==> src/rtl/btn_event_unit.sv <==
// btn_event_unit: synchronises and debounces N_CH pushbuttons, generates
// press/release/auto-repeat pulses and queues them as events in a small
// first-word-fall-through FIFO with a valid/ready handshake.
module btn_event_unit #(
  parameter int N_CH         = 3,
  parameter int CH_W         = 2,
  parameter int DEB_CYCLES   = 2000000,
  parameter int REPEAT_DELAY = 50000000,
  parameter int REPEAT_RATE  = 10000000,
  parameter int CNT_W        = 26,
  parameter int FIFO_DEPTH   = 4
) (
  input  logic            clk,
  input  logic            reset,
  input  logic [N_CH-1:0] btn_in,
  input  logic [N_CH-1:0] repeat_en,
  output logic [N_CH-1:0] btn_level,
  output logic [N_CH-1:0] press_pulse,
  output logic [N_CH-1:0] release_pulse,
  output logic [N_CH-1:0] repeat_pulse,
  output logic            evt_valid,
  output logic [CH_W-1:0] evt_ch,
  output logic [1:0]      evt_type,
  input  logic            evt_ready,
  output logic            overflow,
  input  logic            overflow_clr
);

  localparam int AW = $clog2(FIFO_DEPTH);
  localparam int PW = AW + 1;

  typedef enum logic [1:0] {
    EVT_NONE    = 2'b00,
    EVT_PRESS   = 2'b01,
    EVT_RELEASE = 2'b10,
    EVT_REPEAT  = 2'b11
  } evt_e;

  logic [N_CH-1:0]            sync1, sync2;
  logic [N_CH-1:0][CNT_W-1:0] deb_cnt;
  logic [N_CH-1:0][CNT_W-1:0] rpt_cnt;
  logic [N_CH-1:0]            rpt_armed;
  logic [N_CH-1:0]            deb_hit, rise_nxt, fall_nxt, rpt_nxt;
  logic [N_CH-1:0]            new_evt, lost, pushed;
  logic [N_CH-1:0][1:0]       new_type;
  logic [N_CH-1:0]            slot_valid;
  logic [N_CH-1:0][1:0]       slot_type;
  logic [CH_W+1:0]            mem [FIFO_DEPTH];
  logic [AW:0]                wr_ptr, rd_ptr;
  logic                       empty, full, pop, push, slot_any;
  logic [CH_W-1:0]            push_ch;
  logic [1:0]                 push_type;

  // Two-flop synchroniser on the raw asynchronous buttons.
  always_ff @(posedge clk) begin
    // NOTE: sequential state uses non-blocking assignments so every flop samples pre-edge values.
    if (!reset) begin
      sync1 <= '0;
      sync2 <= '0;
    end else begin
      sync1 <= btn_in;
      sync2 <= sync1;
    end
  end

  // Decide this edge's level changes, edge events and auto-repeat events.
  always_comb begin
    // NOTE: every combinational output gets a default first so no path infers a latch.
    deb_hit  = '0;
    rise_nxt = '0;
    fall_nxt = '0;
    rpt_nxt  = '0;
    new_evt  = '0;
    new_type = '0;
    for (int i = 0; i < N_CH; i++) begin
      deb_hit[i]  = (sync2[i] != btn_level[i]) && (deb_cnt[i] == CNT_W'(DEB_CYCLES - 1));
      rise_nxt[i] = deb_hit[i] && !btn_level[i];
      fall_nxt[i] = deb_hit[i] && btn_level[i];
      rpt_nxt[i]  = btn_level[i] && repeat_en[i] && !fall_nxt[i] &&
                    (rpt_cnt[i] == (rpt_armed[i] ? CNT_W'(REPEAT_RATE - 1)
                                                 : CNT_W'(REPEAT_DELAY - 1)));
      new_evt[i]  = rise_nxt[i] || fall_nxt[i] || rpt_nxt[i];
      new_type[i] = rise_nxt[i] ? EVT_PRESS : (fall_nxt[i] ? EVT_RELEASE : EVT_REPEAT);
    end
  end

  // Debounce counters, accepted level and registered edge/repeat pulses.
  always_ff @(posedge clk) begin
    if (!reset) begin
      deb_cnt       <= '0;
      btn_level     <= '0;
      press_pulse   <= '0;
      release_pulse <= '0;
      repeat_pulse  <= '0;
    end else begin
      for (int i = 0; i < N_CH; i++) begin
        if ((sync2[i] == btn_level[i]) || deb_hit[i]) deb_cnt[i] <= '0;
        else                                          deb_cnt[i] <= deb_cnt[i] + CNT_W'(1);
      end
      btn_level     <= btn_level ^ deb_hit;
      press_pulse   <= rise_nxt;
      release_pulse <= fall_nxt;
      repeat_pulse  <= rpt_nxt;
    end
  end

  // Repeat timers: run while held with repeat enabled, first interval is the delay.
  always_ff @(posedge clk) begin
    if (!reset) begin
      rpt_cnt   <= '0;
      rpt_armed <= '0;
    end else begin
      for (int i = 0; i < N_CH; i++) begin
        if (!btn_level[i] || !repeat_en[i] || fall_nxt[i]) begin
          rpt_cnt[i]   <= '0;
          rpt_armed[i] <= 1'b0;
        end else if (rpt_nxt[i]) begin
          rpt_cnt[i]   <= '0;
          rpt_armed[i] <= 1'b1;
        end else begin
          rpt_cnt[i]   <= rpt_cnt[i] + CNT_W'(1);
        end
      end
    end
  end

  assign empty = (wr_ptr == rd_ptr);
  assign full  = (wr_ptr[AW] != rd_ptr[AW]) && (wr_ptr[AW-1:0] == rd_ptr[AW-1:0]);
  assign pop   = !empty && evt_ready;

  // Fixed-priority arbiter: lowest-index pending slot wins the single push.
  always_comb begin
    push_ch   = '0;
    push_type = '0;
    slot_any  = 1'b0;
    for (int i = N_CH - 1; i >= 0; i--) begin
      if (slot_valid[i]) begin
        push_ch   = CH_W'(i);
        push_type = slot_type[i];
        slot_any  = 1'b1;
      end
    end
    push   = slot_any && (!full || pop);
    pushed = '0;
    lost   = '0;
    for (int i = 0; i < N_CH; i++) begin
      pushed[i] = push && (push_ch == CH_W'(i));
      lost[i]   = new_evt[i] && slot_valid[i] && !pushed[i];
    end
  end

  // Pending slots and the sticky overflow flag (a new loss wins over a clear).
  always_ff @(posedge clk) begin
    if (!reset) begin
      slot_valid <= '0;
      slot_type  <= '0;
      overflow   <= 1'b0;
    end else begin
      for (int i = 0; i < N_CH; i++) begin
        if (new_evt[i] && !lost[i]) begin
          slot_valid[i] <= 1'b1;
          slot_type[i]  <= new_type[i];
        end else if (pushed[i]) begin
          slot_valid[i] <= 1'b0;
        end
      end
      overflow <= (|lost) || (overflow && !overflow_clr);
    end
  end

  // FIFO pointers; the extra MSB separates full from empty.
  always_ff @(posedge clk) begin
    if (!reset) begin
      wr_ptr <= '0;
      rd_ptr <= '0;
    end else begin
      if (push) wr_ptr <= wr_ptr + PW'(1);
      if (pop)  rd_ptr <= rd_ptr + PW'(1);
    end
  end

  // FIFO storage write port.
  always_ff @(posedge clk) begin
    // NOTE: the storage array is not reset; resetting pointers empties it and the read side is gated below.
    if (push) mem[wr_ptr[AW-1:0]] <= {push_ch, push_type};
  end

  assign evt_valid = !empty;
  assign evt_ch    = evt_valid ? mem[rd_ptr[AW-1:0]][CH_W+1:2] : '0;
  assign evt_type  = evt_valid ? mem[rd_ptr[AW-1:0]][1:0]      : 2'b00;

endmodule

==> config.mk <==
export PLATFORM = sky130hd
export DESIGN_NAME = btn_event_unit
export DESIGN_NICKNAME = d
export VERILOG_FILES = /design/src/rtl/btn_event_unit.sv
export SDC_FILE = /design/constraint.sdc
export NUM_CORES = 1
export LEC_CHECK = 0
export ABC_AREA = 1
export CORE_MARGIN = 4
export CORE_UTILIZATION = 65
export CTS_BUF_LIST = sky130_fd_sc_hd__clkbuf_16
export DETAILED_ROUTE_END_ITERATION = 12
export PLACE_DENSITY = 0.83
export SLEW_MARGIN = 40
export SYNTH_ARGS = -nofsm -noshare
export SYNTH_HDL_FRONTEND = slang
export SYNTH_SLANG_ARGS = --single-unit
==> constraint.sdc <==
create_clock -name clk -period 3.3 [get_ports clk]
set_input_delay 0.66 -clock clk [delete_from_list [all_inputs] [get_ports clk]]
set_output_delay 0.66 -clock clk [all_outputs]
set_load 0.03 [all_outputs]
==> impl_metrics.csv <==
group,metric,value,unit
clock_tree,insertion_delay,0.52,ns
synth,yosys_register_bits,211,
layout,stdcell_count,1748,
placed_design,dp_cells,1706,
floorplan,io_pins,28,
clock_tree,htreeDepth,1,
timing,slew_headroom,55.6,%
grt,grt_overflow,0,
routing,remaining_drc_errors,0,
floorplan,initial_core_util,66.4,%
layout,final_core_util,74.2,%
grt,grt_pass1_vias,8540,
synth,syn_inst,1478,
min_path,holdPathStages,2,
layout,drive_above_1_share,7.96,%
timing,grt_setup_unrepaired,"no",
grt,grt_usage,24.4,%
floorplan,rows,46,
grt,grt_antenna_before_repair,0,
timing,setup-tns-final,0,ns
routing,dr.pass1.iters,7,
routing,drtIter0Drc,707,
setup_path,crit_type,"flip-flop to primary output",
synth,synth_ff_type,"dfxtp_1",
clock_tree,cts_setup_buffers,0,
synth,syn_avg_cell_area,7.14,um2
layout,diodes,0,
grt,grt_use_met3,3.31,%
floorplan,die_x,135,um
floorplan,die_h,135,um
setup_path,cp-start-kind,"flip-flop",
timing,worstMarginPinSlew,0.665,ns
clock_tree,cts_tree,"done",
timing,layout_min_cycle_time,2.90,ns
layout,final_cell_mix,"nand2_1, nor2_1, inv_1, dfxtp_1, a21oi_1",
synth,seq_area_frac_synth,41.6,%
grt,grt_start_max_net_pins,27,
clock_tree,numCtsBuffers,23,
min_path,hold_class,"flip-flop to flip-flop",
setup_path,cp.required,2.64,ns
floorplan,fp.coreArea,15900,um2
grt,grt_first_pass_wirelength,38200,um
placed_design,dp_hpwl,16300,um
clock_tree,cts-resized-gates,0,
setup_path,crit_arrival,2.24,ns
synth,ys_async_sr_fraction,0,%
synth,syn_area,10600,um2
routing,wl_per_cell,13.0,um
timing,skew,0.0236,ns
layout,fill_cells,1283,
pwr,p_per_area,456,nW/um2
synth,synth.distinct_cells,47,
pwr,leakage,4.21,nW
routing,ant_nets,0,
placed_design,routabilityCongestion,0.929,
clock_tree,cts_sinks,211,
floorplan,dieArea,18300,um2
timing,slew_viol_final,0,
routing,via_per_inst,5.43,
timing,finalCritPeriodShare,88.0,%
synth,synth_warnings,0,
timing,hold_viol,0,
run,cap_violations,0,
layout,fin_nets,1536,
grt,met2_usage,41.4,%
layout,layout_commonest_cell,"nand2_1",
pwr,vdd_drop_max,0.000410,V
clock_tree,ctsLongestPathBuffers,3,
synth,syn_nets,1499,
status,status,"finished clean",
grt,globalRouteMet1Util,33.2,%
layout,stdcell_area,11800,um2
routing,num_vias,9483,
setup_path,critPathCaptureType,"primary output",
clock_tree,postCtsHoldBufs,0,
setup_path,critPathMaxFanout,9,
synth,synth_edf_count,16,
clock_tree,clk_pin_slew,0.06,ns
routing,drt_wl_total,22800,um
pwr,finalPower,5.37,mW
clock_tree,cts-root-buf,"clkbuf_16",
setup_path,reg2regPathDepth,9,
grt,busiest_layer,"met2",
timing,finalSetupViolCount,0,
placed_design,io_buffers,27,
placed_design,dpl-instance-area,11000,um2
timing,fmax,344,MHz
layout,area_delta_synth_final,11.7,%
-- registers in the layout (all words and copies together) (netlist names), named ones only --
| signal | cells |
|---|---|
| sync1 | 3 |
| rpt_armed | 3 |
| deb_cnt | 78 |
| repeat_pulse | 3 |
| rpt_cnt | 78 |
| slot_valid | 3 |
| release_pulse | 3 |
| mem | 16 |
| rd_ptr | 3 |
| press_pulse | 3 |
| sync2 | 3 |
| overflow | 1 |
| slot_type | 6 |
| wr_ptr | 3 |
-- cells in the mapped netlist, drive strengths merged (6+ instances only) --
master  instances  area (um2)
edfxtp         16         480
nand4          49         340
o21ai          38         190
inv           201         757
nand2         328        1280
nor3b          16         135
nor2          271        1130
a21oi          82         425
xor2           40         350
xnor2          14         123
dfxtp         195        3900
nand3          83         475
nor3           74         413
buf            13        97.6
ha             11         138
or2            16         100
nand3b          6        48.8
nor4            6        37.5
-- worst max-delay path, cell delays in order, from the launching register on --
cell and delay, ns:
dfxtp_1 0.38, inv_1 0.21, nor2_1 0.06, o32ai_1 0.30, nand2_1 0.08, inv_1 0.06, clkdlybuf4s50_1 0.65
-- power by group --
part / internal, mW / leakage, nW / switching [mW]
Clock: 1.66 / 0.401 / 1.03
Combinational: 0.0359 / 2.08 / 0.0589
Sequential: 2.58 / 1.73 / 0.00954
-- final timing paths --
| path | end | from | slack (ns) |
|---|---|---|---|
| worst max register to register | deb_cnt[64] | deb_cnt[52] | 1.25 |
| worst min register to register | sync2[2] | sync1[2] | 0.43 |
| worst min-delay path | sync2[2] | sync1[2] | 0.43 |
| worst max-delay path | evt_ch[1] | flip-flop | 0.40 |
-- stage by stage --
stage | worst slack [ns] | hold slack (ns)
final | 0.397 | 0.426
after global routing | 0.298 | 0.464
after CTS | 0.395 | 0.425
after detailed placement | 0.740 | 0.405
after global placement | 0.781 | 0.397
after floorplan | 1.46 | 0.390
-- kinds of logic (layout without fill, tap and decap cells) --
| logic type | count (synthesis) | count (layout) | share of synthesized area (%) |
|---|---|---|---|
| buf+inv | 217 | 271 | 8.21 |
| simple gates | 855 | 855 | 37.9 |
| flops | 211 | 211 | 41.6 |
| xor+xnor | 54 | 54 | 4.48 |
| fa+ha+maj | 11 | 11 | 1.30 |
| compound gates | 130 | 130 | 6.59 |
-- layout make-up --
type | instances | area, um2 | area share, %
tap | 216 | 270 | 2.29
clock inverter | 19 | 218 | 1.85
clock buffer | 23 | 576 | 4.88
timing repair buffer | 28 | 278 | 2.36
sequential | 211 | 4380 | 37.2
inverter | 201 | 757 | 6.42
multi-input combinational | 1050 | 5300 | 45.0
-- per-layer routing --
metal | part of all wire, % | up-vias | wire [um]
li1 | - | 4833 | -
met1 | 45 | 4362 | 10300
met2 | 48 | 248 | 10900
met3 | 4.8 | 40 | 1090
met4 | 1.9 | 0 | 444
met5 | 0 | - | 0
Note: power is estimated with default switching activity, not from simulation.
